[src/rtl/phy_send.sv]
`default_nettype none
// ============================================================================
// Module   : phy_send
// Brief    : Transmit framer. Adds preamble and SFD, pads short frames, and
//            enforces the inter-packet gap. Define PHY_SEND_FCS_EN to append
//            the Ethernet CRC-32 FCS.
// Revision : 1.0 - initial release
// ============================================================================
module phy_send #(
    parameter int MIN_PAYLOAD = 60,
    parameter int IFG_BYTES   = 12
) (
    input  logic       clock,
    input  logic       reset_n,
    input  logic [7:0] tx_data,
    input  logic       tx_valid,
    input  logic       tx_last,
    output logic       tx_ready,
    output logic [7:0] phy_tx_data,
    output logic       phy_tx_valid,
    output logic       busy,
    output logic       tx_underrun
);

    localparam logic [2:0]  c_st_idle     = 3'd0;
    localparam logic [2:0]  c_st_preamble = 3'd1;
    localparam logic [2:0]  c_st_sfd      = 3'd2;
    localparam logic [2:0]  c_st_payload  = 3'd3;
    localparam logic [2:0]  c_st_pad      = 3'd4;
    localparam logic [2:0]  c_st_ifg      = 3'd6;
`ifdef PHY_SEND_FCS_EN
    localparam logic [2:0]  c_st_fcs      = 3'd5;
    localparam logic [2:0]  c_st_post     = c_st_fcs;
`else
    localparam logic [2:0]  c_st_post     = c_st_ifg;
`endif

    localparam logic [7:0]  c_preamble_byte = 8'h55;
    localparam logic [7:0]  c_sfd_byte      = 8'hD5;
    localparam logic [10:0] c_count_max     = 11'h7FF;
    localparam logic [10:0] c_min_payload   = 11'(MIN_PAYLOAD);
    localparam logic [10:0] c_ifg_last      = 11'(IFG_BYTES - 1);

    logic [2:0]  r_state;
    logic [2:0]  r_pcnt;
    logic [10:0] r_count;
    logic [7:0]  r_phy_data;
    logic        r_phy_valid;
    logic        r_tx_ready;
    logic        r_busy;
    logic        r_underrun;

    logic        w_accept;
    logic [10:0] w_count_inc;

    assign w_accept    = r_tx_ready & tx_valid;
    assign w_count_inc = (r_count == c_count_max) ? r_count : r_count + 11'd1;

`ifdef PHY_SEND_FCS_EN
    logic [31:0] r_crc;
    logic [7:0]  w_fcs_byte;

    function automatic logic [31:0] crc_next(input logic [31:0] crc, input logic [7:0] data);
        logic [31:0] c;
        c = crc ^ {24'd0, data};
        for (int i = 0; i < 8; i++) begin
            c = c[0] ? ((c >> 1) ^ 32'hEDB8_8320) : (c >> 1);
        end
        return c;
    endfunction

    assign w_fcs_byte = ~r_crc[7:0];

    // CRC is reloaded throughout the preamble so it holds the seed in the SFD
    // cycle; during FCS it shifts down so the low byte is always next out.
    always_ff @(posedge clock) begin
        if (!reset_n) begin
            r_crc <= 32'hFFFF_FFFF;
        end else begin
            case (r_state)
                c_st_preamble: r_crc <= 32'hFFFF_FFFF;
                c_st_sfd, c_st_payload: begin
                    if (w_accept) r_crc <= crc_next(r_crc, tx_data);
                end
                c_st_pad: r_crc <= crc_next(r_crc, 8'h00);
                c_st_fcs: r_crc <= {8'h00, r_crc[31:8]};
                default: r_crc <= r_crc;
            endcase
        end
    end
`endif

    always_ff @(posedge clock) begin
        if (!reset_n) begin
            r_state     <= c_st_idle;
            r_pcnt      <= 3'd0;
            r_count     <= 11'd0;
            r_phy_data  <= 8'h00;
            r_phy_valid <= 1'b0;
            r_tx_ready  <= 1'b0;
            r_busy      <= 1'b0;
            r_underrun  <= 1'b0;
        end else begin
            r_underrun <= 1'b0;
            case (r_state)
                c_st_idle: begin
                    if (tx_valid) begin
                        r_state     <= c_st_preamble;
                        r_phy_data  <= c_preamble_byte;
                        r_phy_valid <= 1'b1;
                        r_busy      <= 1'b1;
                        r_pcnt      <= 3'd0;
                    end
                end
                c_st_preamble: begin
                    if (r_pcnt == 3'd6) begin
                        r_state    <= c_st_sfd;
                        r_phy_data <= c_sfd_byte;
                        r_tx_ready <= 1'b1;
                        r_count    <= 11'd0;
                    end else begin
                        r_phy_data <= c_preamble_byte;
                        r_pcnt     <= r_pcnt + 3'd1;
                    end
                end
                c_st_sfd, c_st_payload: begin
                    if (tx_valid) begin
                        r_phy_data <= tx_data;
                        r_count    <= w_count_inc;
                        r_state    <= c_st_payload;
                        if (tx_last) begin
                            r_tx_ready <= 1'b0;
                            r_pcnt     <= 3'd0;
                            if (w_count_inc < c_min_payload) begin
                                r_state <= c_st_pad;
                            end else begin
                                r_state <= c_st_post;
                                r_count <= 11'd0;
                            end
                        end
                    end else begin
                        // Upstream stalled: abandon the frame without pad or FCS.
                        r_phy_data  <= 8'h00;
                        r_phy_valid <= 1'b0;
                        r_tx_ready  <= 1'b0;
                        r_underrun  <= 1'b1;
                        r_count     <= 11'd0;
                        r_state     <= c_st_ifg;
                    end
                end
                c_st_pad: begin
                    r_phy_data <= 8'h00;
                    r_count    <= w_count_inc;
                    if (w_count_inc >= c_min_payload) begin
                        r_state <= c_st_post;
                        r_count <= 11'd0;
                        r_pcnt  <= 3'd0;
                    end
                end
`ifdef PHY_SEND_FCS_EN
                c_st_fcs: begin
                    r_phy_data <= w_fcs_byte;
                    r_pcnt     <= r_pcnt + 3'd1;
                    if (r_pcnt == 3'd3) begin
                        r_state <= c_st_ifg;
                        r_count <= 11'd0;
                    end
                end
`endif
                c_st_ifg: begin
                    r_phy_data  <= 8'h00;
                    r_phy_valid <= 1'b0;
                    r_count     <= r_count + 11'd1;
                    if (r_count == c_ifg_last) begin
                        r_state <= c_st_idle;
                        r_busy  <= 1'b0;
                        r_count <= 11'd0;
                    end
                end
                default: begin
                    r_state <= c_st_idle;
                end
            endcase
        end
    end

    assign tx_ready     = r_tx_ready;
    assign phy_tx_data  = r_phy_data;
    assign phy_tx_valid = r_phy_valid;
    assign busy         = r_busy;
    assign tx_underrun  = r_underrun;

endmodule
`default_nettype wire
[config.mk]
export PLATFORM = sky130hd
export DESIGN_NAME = phy_send
export DESIGN_NICKNAME = d
export VERILOG_FILES = /design/src/rtl/phy_send.sv
export SDC_FILE = /design/constraint.sdc
export NUM_CORES = 1
export LEC_CHECK = 0
export CORE_MARGIN = 2
export CORE_UTILIZATION = 54
export DETAILED_ROUTE_END_ITERATION = 10
export PLACE_DENSITY = 0.91
export SLEW_MARGIN = 20
export SYNTH_ARGS = -nofsm -noshare
export SYNTH_HDL_FRONTEND = slang
export SYNTH_SLANG_ARGS = --single-unit
[constraint.sdc]
create_clock -name clock -period 2.14 [get_ports clock]
set_input_delay 0.214 -clock clock [delete_from_list [all_inputs] [get_ports clock]]
set_output_delay 0.214 -clock clock [all_outputs]
set_load 0.1 [all_outputs]
## Yosys cells after proc, flatten, opt, wreduce, memory -nomap -nowiden

Index checks and enable logic that the tools add are counted.

- Register bits after elaboration: 29
- Input port bits: 12

- $lt $le $gt $ge: 2
- Eq/ne operators: 17
- Multiplexer cells: 36
- Reduce and logical (&&, ||, !) cells: 17
- $add $sub $neg: 2

Operators with widths:

| kind | count |
|---|---|
| $mux 11 | 7 |
| $pmux 11 s4 | 1 |
| $mux 3 | 11 |
| $pmux 8 s4 | 1 |
| $mux 8 | 3 |
| $ne 2x2->1 const B | 8 |
| $pmux 3 s5 | 1 |
| $pmux 3 s4 | 1 |
| $reduce_bool 4->1 | 3 |
| $add 11x1->11 const B | 1 |
| $eq 11x11->1 const B | 1 |
| $eq 11x4->1 const B | 1 |
| $ge 11x6->1 const B | 1 |
| $lt 11x6->1 const B | 1 |
| $eq 3x3->1 const B | 3 |
| $reduce_and 3->1 | 3 |
| $mux 1 | 7 |
| $eq 3x2->1 const B | 2 |
| $reduce_and 2->1 | 3 |
| $reduce_and 6->1 | 1 |
| $pmux 1 s2 | 2 |
| $reduce_and 4->1 | 1 |
| $reduce_bool 2->1 | 2 |
| $reduce_or 2->1 | 2 |
| 7 further kinds | 7 |

## Longest topological paths before layout

Gate-level depths: netlist (run 1).

- Word-level depth: 7
- Gate-level depth with buffers: 8
- Mapped depth without buffers: 8

## Least setup slack after synthesis (run 1)

Ideal clock, no wire load.

- Kind: register to register
- Start: register r_count[0]
- End: register r_pcnt[1]
- Arrival time: 1.842 ns
- Path slack: 0.227 ns
- Path buffers: 0
- Setup time: 0.071 ns
- Stages on the path, launching flop included: 8
- Required time: 2.069 ns
- Cell sequence: dfxtp_1 -> ha_1 -> and2_1 -> a31oi_1 -> a22oi_1 -> o31ai_2 -> or3_1 -> a21oi_1

- Longest elaborated chain between the ends: 5
- Elaborated cells on any way between the ends: 6

Ends and longest elaborated chain:

| element | line | source |
|---|---|---|
| start, declared | 46 | `logic [10:0] r_count;` |
| start signal, assigned | 129 | `r_count <= w_count_inc;` |
| start signal, assigned | 153 | `r_count <= w_count_inc;` |
| start signal, assigned | 173 | `r_count <= r_count + 11'd1;` |
| $add 11x1->11 or $eq 11x11->1 (tied branches) | 57 | `assign w_count_inc = (r_count == c_count_max) ? r_count : r_count + 11'd1;` |
| $mux 11 (*) | 57 |  |
| $ge 11x6->1 (*) | 154 | `if (w_count_inc >= c_min_payload) begin` |
| $ne 2x2->1 (no line) (*) | -- |  |
| $reduce_and 6->1 (no line) (*) | -- |  |
| end signal, assigned | 123 | `r_pcnt <= r_pcnt + 3'd1;` |
| end, declared | 45 | `logic [2:0] r_pcnt;` |

Every way passes the cells marked *; elsewhere a longest branch is shown, timed or not.
A chain may end at the register's enable or synchronous reset.

## Worst setup path in the final report (run 1)

- Start: register r_count[8]
- End: register r_count[3]

- Longest elaborated chain between the ends: 7
- Elaborated cells on any way between the ends: 12

Ends and longest elaborated chain:

| element | line | source |
|---|---|---|
| $add 11x1->11 or $eq 11x11->1 (tied branches) | 57 |  |
| $mux 11 | 57 |  |
| $lt 11x6->1 | 134 | `if (w_count_inc < c_min_payload) begin` |
| $mux 11 | 134 |  |
| $mux 11 | 131 | `if (tx_last) begin` |
| $mux 11 | 127 | `if (tx_valid) begin` |
| $pmux 11 s4 (*) | 105 | `case (r_state)` |

Marks and branches as above.

==> flow_metrics.tcl, run 1 <==
set metrics [dict create \
    async_flop_share_pct 0 \
    ir_drop_v 0.000837 \
    numCtsBuffers 5 \
    core_um2 3050 \
    seq_area_frac_synth_pct 33.7 \
    hpwl_mm 3.13 \
    die_width_um 60.5 \
    wl_met3_um 403 \
    fmax_mhz 485 \
    ios 24 \
    stdcell_area_um2 2130 \
    arrival_ps 2310 \
    cts_tree "done" \
    worstPathRequired_ps 2380 \
    cts.htree.levels 2 \
    syn-cell-area_um2 1720 \
    tightest_slew_ps 541 \
    power.density_nw_per_um2 1130 \
    tns_ps 0 \
    syn_area_per_cell_um2 7.58 \
    status "finished, final reports clean" \
    clock_latency_ps 340 \
    cp_max_fo 5 \
    grt_use_total_pct 26.1 \
    wl_met1_mm 2.03 \
    grt_max_degree 19 \
    die_y_um 60.5 \
    layout_common_cells "nand2_1 (29), buf_4 (29), dfxtp_1 (28)" \
    p_total_uw 2410 \
    cap_viol_max_count 0 \
    final.min_clock_period_ps 2060 \
    drtPass1Iterations 5 \
    setup_violations 0 \
    fillerInstances 262 \
    yosysWarnings 0 \
    hold_buffers 0 \
    min_period_over_period_pct 96.4 \
    gp_congestion 0.935 \
    yosys-top-cells-area "dfxtp_1 (34%), o21ai_0 (6.7%), nand2_1 (6.3%), nor2_1 (4.8%), a21oi_1 (4.7%)" \
    final_layout_size_suffix_gt1_share_pct 21.1 \
    yosysUniqueCellTypes 52 \
    cts_root_buffer "clkbuf_4" \
    ant_nets 0 \
    area_delta_synth_final_pct 23.5 \
    grt_first_pass_wirelength_mm 7.16 \
    critPathKind "flip-flop to flip-flop" \
    cp-end-kind "flip-flop" \
    wl_per_cell_um 15.1 \
    via_per_inst 6.20 \
    synth.ff_latch_count 29 \
    clockBufferDepth 2 \
    hold_path_class "flip-flop to flip-flop" \
    fp-row-count 20 \
    route.detailed.drc 0 \
    antenna_found_initial 0 \
    port-buffer-count 23 \
    routed_wl_mm 4.61 \
    grt_pass1_vias 1579 \
    synth_edf_count 0 \
    min_delay_path_depth 2 \
    initial_core_util_pct 56.4 \
    route.vias.total 1891 \
    clkSinkCount 29 \
    start_kind "flip-flop" \
    synth_flop_cell "dfxtp_1" \
    grt.overflow.total 0 \
    nNetsFinal 275 \
    drt_iter0_markers 119 \
    syn_nets 242 \
    dr.max_layer_used "met4" \
    ff2ff_path_depth 6 \
    dieArea_um2 3660 \
    placed_area_um2 2000 \
    slew_headroom_pct 63.8 \
    dr_wl_met2_mm 2.06 \
    clk_pin_slew_ps 110 \
    synth_top_cell_area_share_pct 33.7 \
    antenna_cells 0 \
    syn_inst 227 \
    synth_top_area_cell "dfxtp_1" \
    fin_util_pct 69.7 \
    finalHoldViolations 0 \
    power.leakage_uw 0.000804 \
    finClkSkew_ps 16.7 \
    final_max_slew_viol_count 0 \
]
## layout make-up
| type | count | area (µm²) | share of cell area (%) |
|---|---|---|---|
| well taps | 44 | 55.1 | 2.59 |
| clock inverters | 2 | 10.0 | 0.471 |
| multi-input cells | 177 | 1080 | 51.0 |
| repair buffers | 40 | 328 | 15.4 |
| clock buffers | 6 | 41.3 | 1.94 |
| inverters | 7 | 26.3 | 1.24 |
| flip-flops and latches | 29 | 582 | 27.4 |
## power breakdown
| part | total, µW | internal [µW] | switching [µW] |
|---|---|---|---|
| Combinational | 1330 | 400 | 930 |
| Clock | 324 | 125 | 200 |
| Sequential | 752 | 643 | 109 |
| Total | 2410 | 1170 | 1240 |
## cell usage after synthesis (2+ instances only)
library cell	instances
a211oi_1	2
a21oi_1	16
a221oi_1	2
a221oi_2	2
a22oi_1	4
a31o_2	2
a31oi_1	7
and2_1	2
and3_1	2
and3b_1	2
buf_2	5
clkbuf_1	8
dfxtp_1	29
ha_1	3
inv_1	6
mux2i_1	2
nand2_1	29
nand2b_1	3
nand3_1	9
nand4_1	3
nor2_1	22
nor2b_1	3
nor3_1	8
nor4_1	3
o211ai_1	2
o21a_1	2
o21ai_0	23
o221ai_1	2
## flip-flops by register name, summed over array words and instances, names as in the netlist
name,count
busy,1
phy_tx_data,8
phy_tx_valid,1
r_count,11
r_pcnt,3
r_state,3
tx_ready,1
tx_underrun,1
## worst max-delay path, stage by stage, from the launching register on
cell	delay, ps
dfxtp_1	350
or4b_1	540
mux2i_2	240
o221ai_2	180
o21ai_4	270
nand3_2	130
a221oi_2	250
## kinds of logic (layout without fill, tap and decap cells)
| family | after synthesis | in the layout | synth area share, % |
|---|---|---|---|
| adder cells (fa/ha/maj) | 3 | 3 | 2.18 |
| multiplexers | 2 | 2 | 1.16 |
| AO/OA/AOI/OAI | 75 | 76 | 29.7 |
| AND/OR/NAND/NOR | 95 | 95 | 27.0 |
| buffers and inverters | 22 | 55 | 5.67 |
| XOR/XNOR | 1 | 1 | 0.509 |
| flip-flops | 29 | 29 | 33.7 |
## worst paths after layout
kind / from / endpoint / slack (ps)
setup / recovery: r_count[8] / r_count[3] / 80
hold / removal: phy_tx_valid / phy_tx_valid / 480
setup reg to reg: r_count[8] / r_count[3] / 80
hold reg to reg: phy_tx_valid / phy_tx_valid / 480
## timing repair
action	4_1_cts	5_1_grt
setup endpoints to repair	3	14
cloned	0	1
endpoints found under the hold margin	0	0
setup buffers	0	4
pin swaps	0	6
gates resized for setup	1	9
## through the flow
stage	hold WS [ps]	worst slack, ps	cells
2_1_floorplan	291	227	227
3_3_place_gp	459	-2.51	292
3_5_place_dp	464	-38.8	292
4_1_cts	477	24.7	300
5_1_grt	495	-67.0	305
6_report	479	77.7	305
## layer usage
layer  GRT usage [%]  vias up
met5               0        -
met4            10.2        0
met3            6.18       14
met2            38.2      109
met1            37.3      866
li1                -      902
(Power assumes the default switching activity.)
==> run 2, diff against run 1 <==
--- a/config.mk
+++ b/config.mk
@@ -8,6 +8,7 @@
 export CORE_MARGIN = 2
 export CORE_UTILIZATION = 54
 export DETAILED_ROUTE_END_ITERATION = 10
+export GPL_ROUTABILITY_DRIVEN = 1
 export PLACE_DENSITY = 0.91
 export SLEW_MARGIN = 20
 export SYNTH_ARGS = -nofsm -noshare
==> results of run 2 <==
The final DEF is identical to that of run 1; final timing and power are the same.
